===== config.mk =====
export PLATFORM = sky130hd
export DESIGN_NAME = multi_mode_counter
export DESIGN_NICKNAME = d
export VERILOG_FILES = /design/src/rtl/counter_pkg.sv /design/src/rtl/counter_next_logic.sv /design/src/rtl/multi_mode_counter.sv
export SDC_FILE = /design/constraint.sdc
export NUM_CORES = 1
export LEC_CHECK = 0
export CAP_MARGIN = 40
export CELL_PAD_IN_SITES_DETAIL_PLACEMENT = 0
export CELL_PAD_IN_SITES_GLOBAL_PLACEMENT = 2
export CORE_UTILIZATION = 24
export CTS_CLUSTER_SIZE = 14
export DETAILED_ROUTE_END_ITERATION = 7
export PLACE_DENSITY = 0.75
export SYNTH_ARGS = -nofsm -noshare
export SYNTH_HDL_FRONTEND = slang
export SYNTH_SLANG_ARGS = --single-unit

===== constraint.sdc =====
create_clock -name clk -period 2.07 [get_ports clk]
set_input_delay 0.621 -clock clk [delete_from_list [all_inputs] [get_ports clk]]
set_output_delay 0.621 -clock clk [all_outputs]
set_load 0.01 [all_outputs]

===== src/rtl/counter_pkg.sv =====
// Mode encodings shared by the multi-mode counter and its next-state logic.
package counter_pkg;

    localparam logic [1:0] MODE_UP      = 2'b00;
    localparam logic [1:0] MODE_DOWN    = 2'b01;
    localparam logic [1:0] MODE_RING    = 2'b10;
    localparam logic [1:0] MODE_JOHNSON = 2'b11;

endpackage


===== src/rtl/counter_next_logic.sv =====
// Combinational successor function of the counter: given the present count and
// mode, produce the value for the next enabled edge and whether it is terminal.
module counter_next_logic
    import counter_pkg::*;
#(
    parameter int          WIDTH    = 4,
    parameter longint      MODULUS  = 16,
    parameter bit          SATURATE = 1'b0
) (
    input  logic [WIDTH-1:0] count_i,
    input  logic [1:0]       mode_i,
    output logic [WIDTH-1:0] next_count_o,
    output logic             term_o
);

    // Truncation makes MODULUS = 2**WIDTH compare against all-ones.
    localparam logic [WIDTH-1:0] MOD_MAX = WIDTH'(MODULUS - 1);

    logic [WIDTH-1:0] rot_left;
    logic [WIDTH-1:0] john_next;

    assign rot_left[0]  = count_i[WIDTH-1];
    assign john_next[0] = ~count_i[WIDTH-1];

    generate
        for (genvar gi = 1; gi < WIDTH; gi++) begin : g_shift
            assign rot_left[gi]  = count_i[gi-1];
            assign john_next[gi] = count_i[gi-1];
        end
    endgenerate

    always_comb begin
        next_count_o = count_i;
        term_o       = 1'b0;
        case (mode_i)
            MODE_UP: begin
                if (count_i >= MOD_MAX) begin
                    term_o       = 1'b1;
                    next_count_o = SATURATE ? count_i : '0;
                end else begin
                    next_count_o = count_i + WIDTH'(1);
                end
            end
            MODE_DOWN: begin
                if (count_i == '0) begin
                    term_o       = 1'b1;
                    next_count_o = SATURATE ? '0 : MOD_MAX;
                end else begin
                    next_count_o = count_i - WIDTH'(1);
                end
            end
            MODE_RING: begin
                // Anything other than a single set bit re-seeds the ring.
                if (!$onehot(count_i)) begin
                    next_count_o = WIDTH'(1);
                end else begin
                    next_count_o = rot_left;
                    term_o       = count_i[WIDTH-1];
                end
            end
            MODE_JOHNSON: begin
                next_count_o = john_next;
                term_o       = (john_next == '0);
            end
            default: begin
                next_count_o = count_i;
                term_o       = 1'b0;
            end
        endcase
    end

endmodule


===== src/rtl/multi_mode_counter.sv =====
// Parametrised up/down/ring/Johnson counter with synchronous load, enable,
// optional saturation and a registered terminal-count pulse.
module multi_mode_counter #(
    parameter int     WIDTH    = 4,
    parameter longint MODULUS  = 16,
    parameter bit     SATURATE = 1'b0
) (
    input  logic             clk,
    input  logic             clear,
    input  logic             en,
    input  logic             load,
    input  logic [WIDTH-1:0] load_val,
    input  logic [1:0]       mode,
    output logic [WIDTH-1:0] count,
    output logic             tc
);

    logic [WIDTH-1:0] count_q, count_d;
    logic             tc_q, tc_d;
    logic [WIDTH-1:0] step_count;
    logic             step_term;

    counter_next_logic #(
        .WIDTH    (WIDTH),
        .MODULUS  (MODULUS),
        .SATURATE (SATURATE)
    ) u_next (
        .count_i      (count_q),
        .mode_i       (mode),
        .next_count_o (step_count),
        .term_o       (step_term)
    );

    always_comb begin
        count_d = count_q;
        tc_d    = 1'b0;
        if (load) begin
            count_d = load_val;
        end else if (en) begin
            count_d = step_count;
            tc_d    = step_term;
        end
    end

    always_ff @(posedge clk or negedge clear) begin
        if (!clear) begin
            count_q <= '0;
            tc_q    <= 1'b0;
        end else begin
            count_q <= count_d;
            tc_q    <= tc_d;
        end
    end

    assign count = count_q;
    assign tc    = tc_q;

endmodule


==> run metrics <==
status complete, but fails checks; failing checks negative setup slack; Worst Slack Setup Final -0.0636 ns; Period minus WS final 2.13 ns; crit path max fanout 2; Distinct cells, synth 32; Clock Pin Slew Worst Setup and Hold Paths 0.04 ns; critical path's slowest cell fa_1; gpl congestion 0.788; Syn. warnings 0; Setup Skew approximately 0.0026 ns; sequential area share after synthesis 21.3%; number of diodes 0; leak pwr 0.000405 µW; crit-path cells inv_2 > ha_4 > ha_4 > inv_2 > fa_1 > nand3_1 > o31ai_2 > o221ai_1 > a22o_1; maxcap violations 0; grt ovf 0; post-detail-place hpwl 1330 µm; P&R area growth vs syn 57.8%; DRC Markers 0; CTS root buf clkbuf_4; Max-slew headroom 81.7%; TritonCTS Buffers 3; first-pass GRT wire length 2680 µm; final hold violations 0; Synth async-reset ratio 100%; ratio of cells with drive above 1 in the final layout about 36%; WL per Instance 13.0 µm; crit path kind register to register; Slew Limit Fails 0; Clk Latency, worst-skew pair 0.24 ns; die height between 50 and 60 µm; CTS tree yes; total number of vias 626; initial antenna violation count 0; Multi-input gate area 440 µm²; final worst-path cycle share 103%; critical path launch point type register; DRT Pass-1 Iters 4; number of global-route vias before repair roughly 570; placed cells between 100 and 150; main area contributors after synthesis dfrtp_1, ha_1, buf_6; Final ANT Viol Nets 0; Global Route Usage Sum between 10% and 20%; top cells by count, synth inv_1, ha_1, nand2_1, nor2_1, dfrtp_1; Max rail drop VDD 0.306 mV; Post-Route WL 1680 µm; Post-Syn Area a little under 600 µm²; Net Count, Synth between 80 and 90; DRT iter0 DRCs 19; top cell type's share of synthesized area 21.3%; Setup TNS -0.0985 ns; unrepaired setup endpoints after global routing yes; # fillers 235; FF/Latch Area 129 µm²; Rows 17; Via density 4.85; Cells after Synth slightly above 70; Post-Layout Cell Count ~130; required time of the worst setup path ~2.2 ns; I/O Pins 15; cts hold-fix bufs 0; hold crit path type input port to asynchronous set/reset pin; I/O Buffers 14; die area roughly 2600 µm²; flops & latches, synth 5; Net count, final ~120; worst-margin pin slew around 0.27 ns; Initial Util 26.0%; main flop type after synthesis dfrtp_1; CP Data Arrival Time around 2.3 ns; Max H-tree Level 1; total core area 2250 µm²; pwr/cell area 591 nW/µm²; Max Fclk 469 MHz; Placed Instance Area between 800 and 900 µm²; Buf/Inv on CP 2; DIE WIDTH between 50 and 60 µm; crit end category register; cell taking the most area after synthesis dfrtp_1; final setup fails 2; Pwr Total 547 µW; largest net degree at the start of global routing 11; slowest stage delay, CP 0.53 ns; crit-path leading delay family adder cells; Setup Fix Bufs, Post-CTS 0; fin area 926 µm²; Layout Utilization 41.1%; most frequent cell after synthesis inv_1; number of synthesized flops with an enable pin 0; Syn Area/Cell 8.26 µm²; TritonCTS Sinks 5; Max Buffers Root-to-Sink 2
cells by family after synthesis:
kind of cell / Yosys count / share of synthesized area [%]
AO/OA/AOI/OAI: 18 / 23.2
flip-flops: 5 / 21.3
adder cells (fa/ha/maj): 7 / 16.2
AND/OR/NAND/NOR: 27 / 24.5
XOR/XNOR: 2 / 2.99
buffers and inverters: 12 / 11.7
routing by layer:
layer | share of wire, % | track usage (%) | wire (µm)
met3 | 4.1 | 2.68 | 69
met2 | 48 | 22.3 | 800
met5 | 0 | 0 | 0
met4 | 0.83 | 2.70 | 14
met1 | 47 | 19.1 | 798
where the power goes:
part           switching, µW  total [µW]  leakage, µW  internal, µW
sequential              6.63         117    0.0000578           110
clock                   40.7         114    0.0000150          72.9
combinational            150         317     0.000332           167
total                    198         547     0.000405           350
layout make-up:
| type | instances | area share [%] |
|---|---|---|
| Timing Repair Buffer | 30 | 28.6 |
| Tap cell | 28 | 3.78 |
| Inverter | 8 | 3.24 |
| Sequential cell | 5 | 13.9 |
| Clock buffer | 4 | 2.84 |
| Multi-Input combinational cell | 54 | 47.6 |
worst register-to-register path: stages (launching register included):
cell	delay (ns)
dfrtp_1	0.36
inv_2	0.05
ha_4	0.27
ha_4	0.12
inv_2	0.03
fa_1	0.53
nand3_1	0.11
o31ai_2	0.20
o221ai_1	0.15
a22o_1	0.20
state kept, by name (all words and copies together), names as in the netlist:
| register | count |
|---|---|
| count | 4 |
| tc | 1 |
timing repair:
item                                    in CTS  in global routing
endpoints found under the setup margin       4                  6
gates resized for setup                      4                  3
endpoints found under the hold margin        0                  0
placed cells by master (no fill, tap or decap), types with 4 or more instances in the layout:
| cell type | synthesis | final |
|---|---|---|
| clkdlybuf4s50_1 | 0 | 12 |
| buf_4 | 0 | 16 |
| nand3_1 | 4 | 4 |
| nand2_1 | 6 | 6 |
| inv_2 | 0 | 5 |
| nor2_1 | 6 | 6 |
final timing paths:
path                       depth (start not counted)  slack, ns                    to                 start
setup / recovery                                   9      -0.06  count[0]$_DFFE_PN0P_  count[2]$_DFFE_PN0P_
setup reg to reg                                   9      -0.06  count[0]$_DFFE_PN0P_  count[2]$_DFFE_PN0P_
max in group asynchronous                          1       1.26  count[0]$_DFFE_PN0P_                 clear
hold reg to reg                                    3       0.72  count[3]$_DFFE_PN0P_  count[3]$_DFFE_PN0P_
hold / removal                                     1       0.60  count[2]$_DFFE_PN0P_                 clear
min in group clk                                   3       0.72  count[3]$_DFFE_PN0P_  count[3]$_DFFE_PN0P_
stage by stage:
stage,setup WS (ns),hold slack (ns)
2_1_floorplan,-0.113,0.325
3_3_place_gp,-0.0535,0.694
3_5_place_dp,-0.0717,0.697
4_1_cts,-0.0523,0.594
5_1_grt,-0.166,0.598
6_report,-0.0636,0.597
No activity file was read; power rests on OpenSTA's default activity.
